--- config.mk ---
export PLATFORM = sky130hd
export DESIGN_NAME = norz_phase_sequencer
export DESIGN_NICKNAME = d
export VERILOG_FILES = /design/src/rtl/norz_seq_pkg.sv /design/src/rtl/norz_xpt_counter.sv /design/src/rtl/norz_phase_sequencer.sv
export SDC_FILE = /design/constraint.sdc
export NUM_CORES = 1
export LEC_CHECK = 0
export ABC_AREA = 1
export CORE_ASPECT_RATIO = 0.75
export CORE_MARGIN = 5
export CORE_UTILIZATION = 52
export CTS_BUF_LIST = sky130_fd_sc_hd__clkbuf_4 sky130_fd_sc_hd__clkbuf_8
export DETAILED_ROUTE_END_ITERATION = 12
export PLACE_DENSITY = 0.89
export SLEW_MARGIN = 20
export SYNTH_ARGS = -nofsm -noshare
export SYNTH_HDL_FRONTEND = slang
export SYNTH_SLANG_ARGS = --single-unit
--- constraint.sdc ---
create_clock -name clk -period 3.3 [get_ports clk]
set_input_delay 0.99 -clock clk [delete_from_list [all_inputs] [get_ports clk]]
set_output_delay 0.99 -clock clk [all_outputs]
set_load 0.01 [all_outputs]
--- src/rtl/norz_seq_pkg.sv ---
// Shared types and constants for the NORZ phase sequencer: state encoding,
// default parameter values and datapath widths.
package norz_seq_pkg;

  localparam int XPT_W    = 4;
  localparam int ITABLE_W = 8;
  localparam int RET_W    = 16;

  localparam logic [ITABLE_W-1:0] IRQ_OPCODE_DEF = 8'hFF;
  localparam logic [XPT_W-1:0]    XPT_LIMIT_DEF  = 4'hF;

  typedef enum logic [1:0] {
    FETCH = 2'd0,
    EXEC  = 2'd1,
    HALT  = 2'd2
  } seq_state_e;

endpackage

--- src/rtl/norz_xpt_counter.sv ---
// Execution-phase counter with clear/increment/hold and a separately
// registered complement so the decoder sees glitch-free true/inverse pairs.
module norz_xpt_counter
  import norz_seq_pkg::*;
#(
  parameter logic [XPT_W-1:0] LIMIT = XPT_LIMIT_DEF
) (
  input  logic             clk,
  input  logic             notReset,
  input  logic             clr,
  input  logic             inc,
  output logic [XPT_W-1:0] xpt,
  output logic [XPT_W-1:0] not_xpt,
  output logic             at_limit
);

  logic [XPT_W-1:0] xpt_reg;
  logic [XPT_W-1:0] xpt_next;

  always_comb begin
    xpt_next = xpt_reg;
    if (clr) begin
      xpt_next = '0;
    end else if (inc) begin
      xpt_next = xpt_reg + XPT_W'(1);
    end
  end

  always_ff @(posedge clk) begin
    if (!notReset) begin
      xpt_reg <= '0;
    end else begin
      xpt_reg <= xpt_next;
    end
  end

  // Each complement bit is its own flop, loaded from the inverted next value.
  genvar gi;
  generate
    for (gi = 0; gi < XPT_W; gi++) begin : g_not_xpt
      logic not_bit_reg;
      always_ff @(posedge clk) begin
        if (!notReset) begin
          not_bit_reg <= 1'b1;
        end else begin
          not_bit_reg <= ~xpt_next[gi];
        end
      end
      assign not_xpt[gi] = not_bit_reg;
    end
  endgenerate

  assign xpt      = xpt_reg;
  assign at_limit = (xpt_reg == LIMIT);

endmodule

--- src/rtl/norz_phase_sequencer.sv ---
// Sequencer for the NORZ decoder tree: fetch/execute/halt control, instruction
// latch, interrupt injection, phase-overrun detection and retire counting.
module norz_phase_sequencer
  import norz_seq_pkg::*;
#(
  parameter logic [ITABLE_W-1:0] IRQ_OPCODE = IRQ_OPCODE_DEF,
  parameter logic [XPT_W-1:0]    XPT_LIMIT  = XPT_LIMIT_DEF
) (
  input  logic                clk,
  input  logic                notReset,
  input  logic                mem_ready,
  input  logic [ITABLE_W-1:0] opcode_in,
  input  logic                irq_req,
  input  logic                irq_en,
  input  logic                PR_Reset_XPT,
  input  logic                P2_Set_CM1,
  input  logic                P2_Reset_ITABLE,
  input  logic                Pa_Ophd,
  input  logic                PC_R0,
  input  logic                PC_R1,
  input  logic                PC_R2,
  input  logic                PC_W0,
  input  logic                PC_W1,
  input  logic                PC_W2,
  output logic                enable,
  output logic [XPT_W-1:0]    XPT,
  output logic [XPT_W-1:0]    notXPT,
  output logic [ITABLE_W-1:0] ITABLE,
  output logic [ITABLE_W-1:0] notITABLE,
  output logic                CM1,
  output logic                irq_ack,
  output logic                fault,
  output logic [RET_W-1:0]    retired
);

  seq_state_e          state_reg, state_next;
  logic [ITABLE_W-1:0] itable_reg, itable_next;
  logic [ITABLE_W-1:0] not_itable_reg;
  logic                irq_ack_reg, irq_ack_next;
  logic                fault_reg, fault_next;
  logic [RET_W-1:0]    retired_reg, retired_next;
  logic                xpt_clr, xpt_inc, xpt_at_limit;
  logic                bus_cycle, stall;

  norz_xpt_counter #(.LIMIT(XPT_LIMIT)) u_xpt (
    .clk      (clk),
    .notReset (notReset),
    .clr      (xpt_clr),
    .inc      (xpt_inc),
    .xpt      (XPT),
    .not_xpt  (notXPT),
    .at_limit (xpt_at_limit)
  );

  assign bus_cycle = PC_R0 | PC_R1 | PC_R2 | PC_W0 | PC_W1 | PC_W2;
  assign stall     = bus_cycle & ~mem_ready;

  always_comb begin
    state_next   = state_reg;
    itable_next  = itable_reg;
    irq_ack_next = 1'b0;
    fault_next   = fault_reg;
    retired_next = retired_reg;
    xpt_clr      = 1'b0;
    xpt_inc      = 1'b0;
    case (state_reg)
      FETCH: begin
        if (mem_ready) begin
          xpt_clr    = 1'b1;
          state_next = EXEC;
          if (irq_req && irq_en) begin
            itable_next  = IRQ_OPCODE;
            irq_ack_next = 1'b1;
          end else begin
            itable_next = opcode_in;
          end
        end
      end
      EXEC: begin
        // A stalled bus cycle freezes everything, housekeeping strobes included.
        if (!stall) begin
          if (Pa_Ophd) begin
            retired_next = retired_reg + RET_W'(1);
          end
          if (PR_Reset_XPT) begin
            xpt_clr = 1'b1;
            if (P2_Set_CM1) begin
              state_next = FETCH;
            end
            if (P2_Reset_ITABLE) begin
              itable_next = '0;
            end
          end else if (xpt_at_limit) begin
            fault_next = 1'b1;
            state_next = HALT;
          end else begin
            xpt_inc = 1'b1;
          end
        end
      end
      HALT: begin
        state_next = HALT;
      end
      default: begin
        state_next = FETCH;
      end
    endcase
  end

  always_ff @(posedge clk) begin
    if (!notReset) begin
      state_reg      <= FETCH;
      itable_reg     <= '0;
      not_itable_reg <= '1;
      irq_ack_reg    <= 1'b0;
      fault_reg      <= 1'b0;
      retired_reg    <= '0;
    end else begin
      state_reg      <= state_next;
      itable_reg     <= itable_next;
      not_itable_reg <= ~itable_next;
      irq_ack_reg    <= irq_ack_next;
      fault_reg      <= fault_next;
      retired_reg    <= retired_next;
    end
  end

  assign enable    = (state_reg == EXEC);
  assign CM1       = (state_reg == FETCH);
  assign ITABLE    = itable_reg;
  assign notITABLE = not_itable_reg;
  assign irq_ack   = irq_ack_reg;
  assign fault     = fault_reg;
  assign retired   = retired_reg;

endmodule

==> metrics.txt <==
Critical Path AT 1.77 ns; Logic pwr share 18.4%; Die Area 5610 sq um; max_cap viols 0; Peak Freq 363 MHz; WHS Path Cells 2; fin worst setup slack 0.544 ns; Seq cells post-synth 44; Num CTS Buffers 5; Final Cycle Share 83.5%; R2R Path Start state_reg[1]$_SDFFE_PN0P_; WL final 5600 um; multi-input logic area 1130 sq um; Placement Setup Slack 0.815 ns; CP peak stage delay 0.59 ns; hold_sp fault$_SDFFE_PN0P_; Post-synth EDFFs 0; top cells by count, synth 81 x nand2_1, 53 x nor2_1, 44 x dfxtp_1; max_slew headroom 67.2%; ratio of cells with drive above 1 in the final layout 11.1%; Post-CTS Setup Bufs 0; Min-Delay Path Class flip-flop to flip-flop; switch share 26.9%; antenna violations before repair 0; Die Wd 84.8 um; Post-Route Utilization 72.6%; core area 4050 sq um; row count 20; post-synthesis sequential area ratio 40.3%; CP Capture Type output pin; VDD IR max 207 uV; net switching power figure 0.297 mW; capturing point of the worst reg2reg path retired[9]$_SDFFE_PN0P_; Final Setup Violations 0; DP HPWL 4200 um; critical path data required time 2.31 ns; WL per Instance 12.9 um; power share of the sequential group 51.7%; post-cts sizing count 0; Yosys top cell area share 40.3%; Hold EP fault$_SDFFE_PN0P_; worst skew pair latency 0.30 ns; cell taking the most area after synthesis dfxtp_1; crit path kind flip-flop to output pin; Synth Area per Inst 6.91 sq um; initial DRC count 146; final cell count without fillers 435; outcome complete, no violations; DR DRC count 0; Mapped Area 2180 sq um; Pleak 1.17 nW; Longest Clk Path Bufs 2; number of synthesis warnings 0; Max Clock Skew 0.00582 ns; startpoint types flip-flop; gr usage total 20.5%; Least-Margin Pin Slew 0.490 ns; routability cong. 0.872; largest cells by area after synthesis dfxtp_1 40%, nand2_1 14%, nor2_1 9.1%, a21oi_1 4.8%, nand3_1 4.6%; CP dominant cell by count inv_2; placed cells 428; n_diodes 0; Cell Chain, Critical Path inv_2 -> nand2_4 -> inv_2 -> clkdlybuf4s50_1; most common cell in the netlist nand2_1; Die Ht 66.1 um; ys async rst share 0%; CP Launch Point state_reg[1]$_SDFFE_PN0P_; I/O Buffers 66; grt total ovfl 0; vias in the first global route 2,071; post-DR vias/cell 4.98; Filler cells 333; H-tree depth 2; setup_tns 0 ns; I/O pin cnt 67; drt first pass iters 4; post-layout minimum cycle time 2.76 ns; clock-pin slew on the worst setup and hold paths 0.08 ns; Final Cell Area 2940 sq um; power share of the clock group 29.9%; RSZ-0062 raised after global routing no; TritonCTS Sinks 44; Post-CTS Hold Buffers 0; pin count of the biggest net entering global routing 17; CTS tree done; Distinct cells, synth 30; final-report hold violation count 0; Crit Path Max Fanout 12; initial core utilization 53.9%; first-pass GRT wire length 9130 um; Pint 0.805 mW; reg2reg setup slack 1.60 ns; Final ANT Viol Nets 0; Post-Place Cell Area 2860 sq um; fin nets 405; vias post-DR 2,167; Layout Area Growth over Synthesis 34.7%; syn nets 341; Synth Flop Type dfxtp_1; worst reg2reg path depth 7; Cells after Synth 316; pwr dens 375 nW/um^2; register area 881 sq um; Max Slew Vio Count 0; Clock Root Buffer clkbuf_8; CP max stage cell dfxtp_1
metrics by stage:
stage	hold slack [ns]	power, mW
final	0.487	1.10
after global routing	0.516	1.15
after CTS	0.493	1.10
after detailed placement	0.468	0.784
after global placement	0.461	0.780
after floorplan	0.474	0.687
power by group through the flow:
stage               combinational [mW]  clock (mW)  sequential (mW)
floorplan                       0.0968           0            0.590
global placement                 0.199           0            0.582
detailed placement               0.202           0            0.582
CTS                              0.204       0.331            0.570
global route                     0.223       0.358            0.573
finish                           0.203       0.329            0.570
worst max-delay path: cells and delay by family (launching register included):
family                 cells  cell delay, ns
buffers and inverters      3            0.73
DFF                        1            0.59
and+or+nand+nor            1            0.15
how the worst max path moves through the flow:
stage / endpoint / slack (ns)
finish: enable / 0.54
global route: enable / 0.45
CTS: enable / 0.56
detailed placement: retired[9]$_SDFFE_PN0P_ / 0.81
global placement: retired[9]$_SDFFE_PN0P_ / 0.87
floorplan: retired[4]$_SDFFE_PN0P_ / 1.43
cell families after synthesis:
logic type	synth area share (%)
DFF	40.3
adders and majority gates	1.15
buffers and inverters	7.79
AOI/OAI and AO/OA	8.59
xor gates and xnor gates	2.81
and+or+nand+nor	39.3
area by class of cell:
| type | instances | share of cell area, % |
|---|---|---|
| tap | 55 | 2.34 |
| inverter | 28 | 3.70 |
| clock buffer | 6 | 2.59 |
| sequential | 44 | 29.9 |
| timing repair buffer | 67 | 22.7 |
| clock inverter | 1 | 0.170 |
| multi-input combinational | 234 | 38.5 |
metal layers:
layer	global-route usage [%]	wire (um)	part of all wire (%)	vias to the layer above
met5	0	0	0	-
met4	9.09	84	1.5	0
met3	5.73	398	7.1	7
met2	33.9	2570	46	68
met1	25.1	2550	45	971
li1	-	-	-	1121
cell usage in the layout (no fill, tap or decap), types with 2 or more instances in the layout:
master / netlist / final
ha_1: 2 / 2
o21ai_0: 9 / 9
nand2_2: 9 / 9
a21oi_2: 2 / 2
a21oi_1: 21 / 21
or2_2: 6 / 6
dfxtp_1: 44 / 44
nor2_4: 3 / 3
nand2_1: 81 / 81
nand2_4: 3 / 3
clkinv_2: 1 / 2
xor2_1: 5 / 5
clkdlybuf4s50_1: 0 / 66
nand4_1: 5 / 5
clkbuf_8: 0 / 5
nand3_1: 20 / 20
a21o_1: 2 / 2
nor2_1: 53 / 53
inv_1: 22 / 22
inv_2: 4 / 4
nor3_1: 3 / 3
xnor2_1: 2 / 2
nor2_2: 4 / 4
No activity file was read; power rests on OpenSTA's default activity.
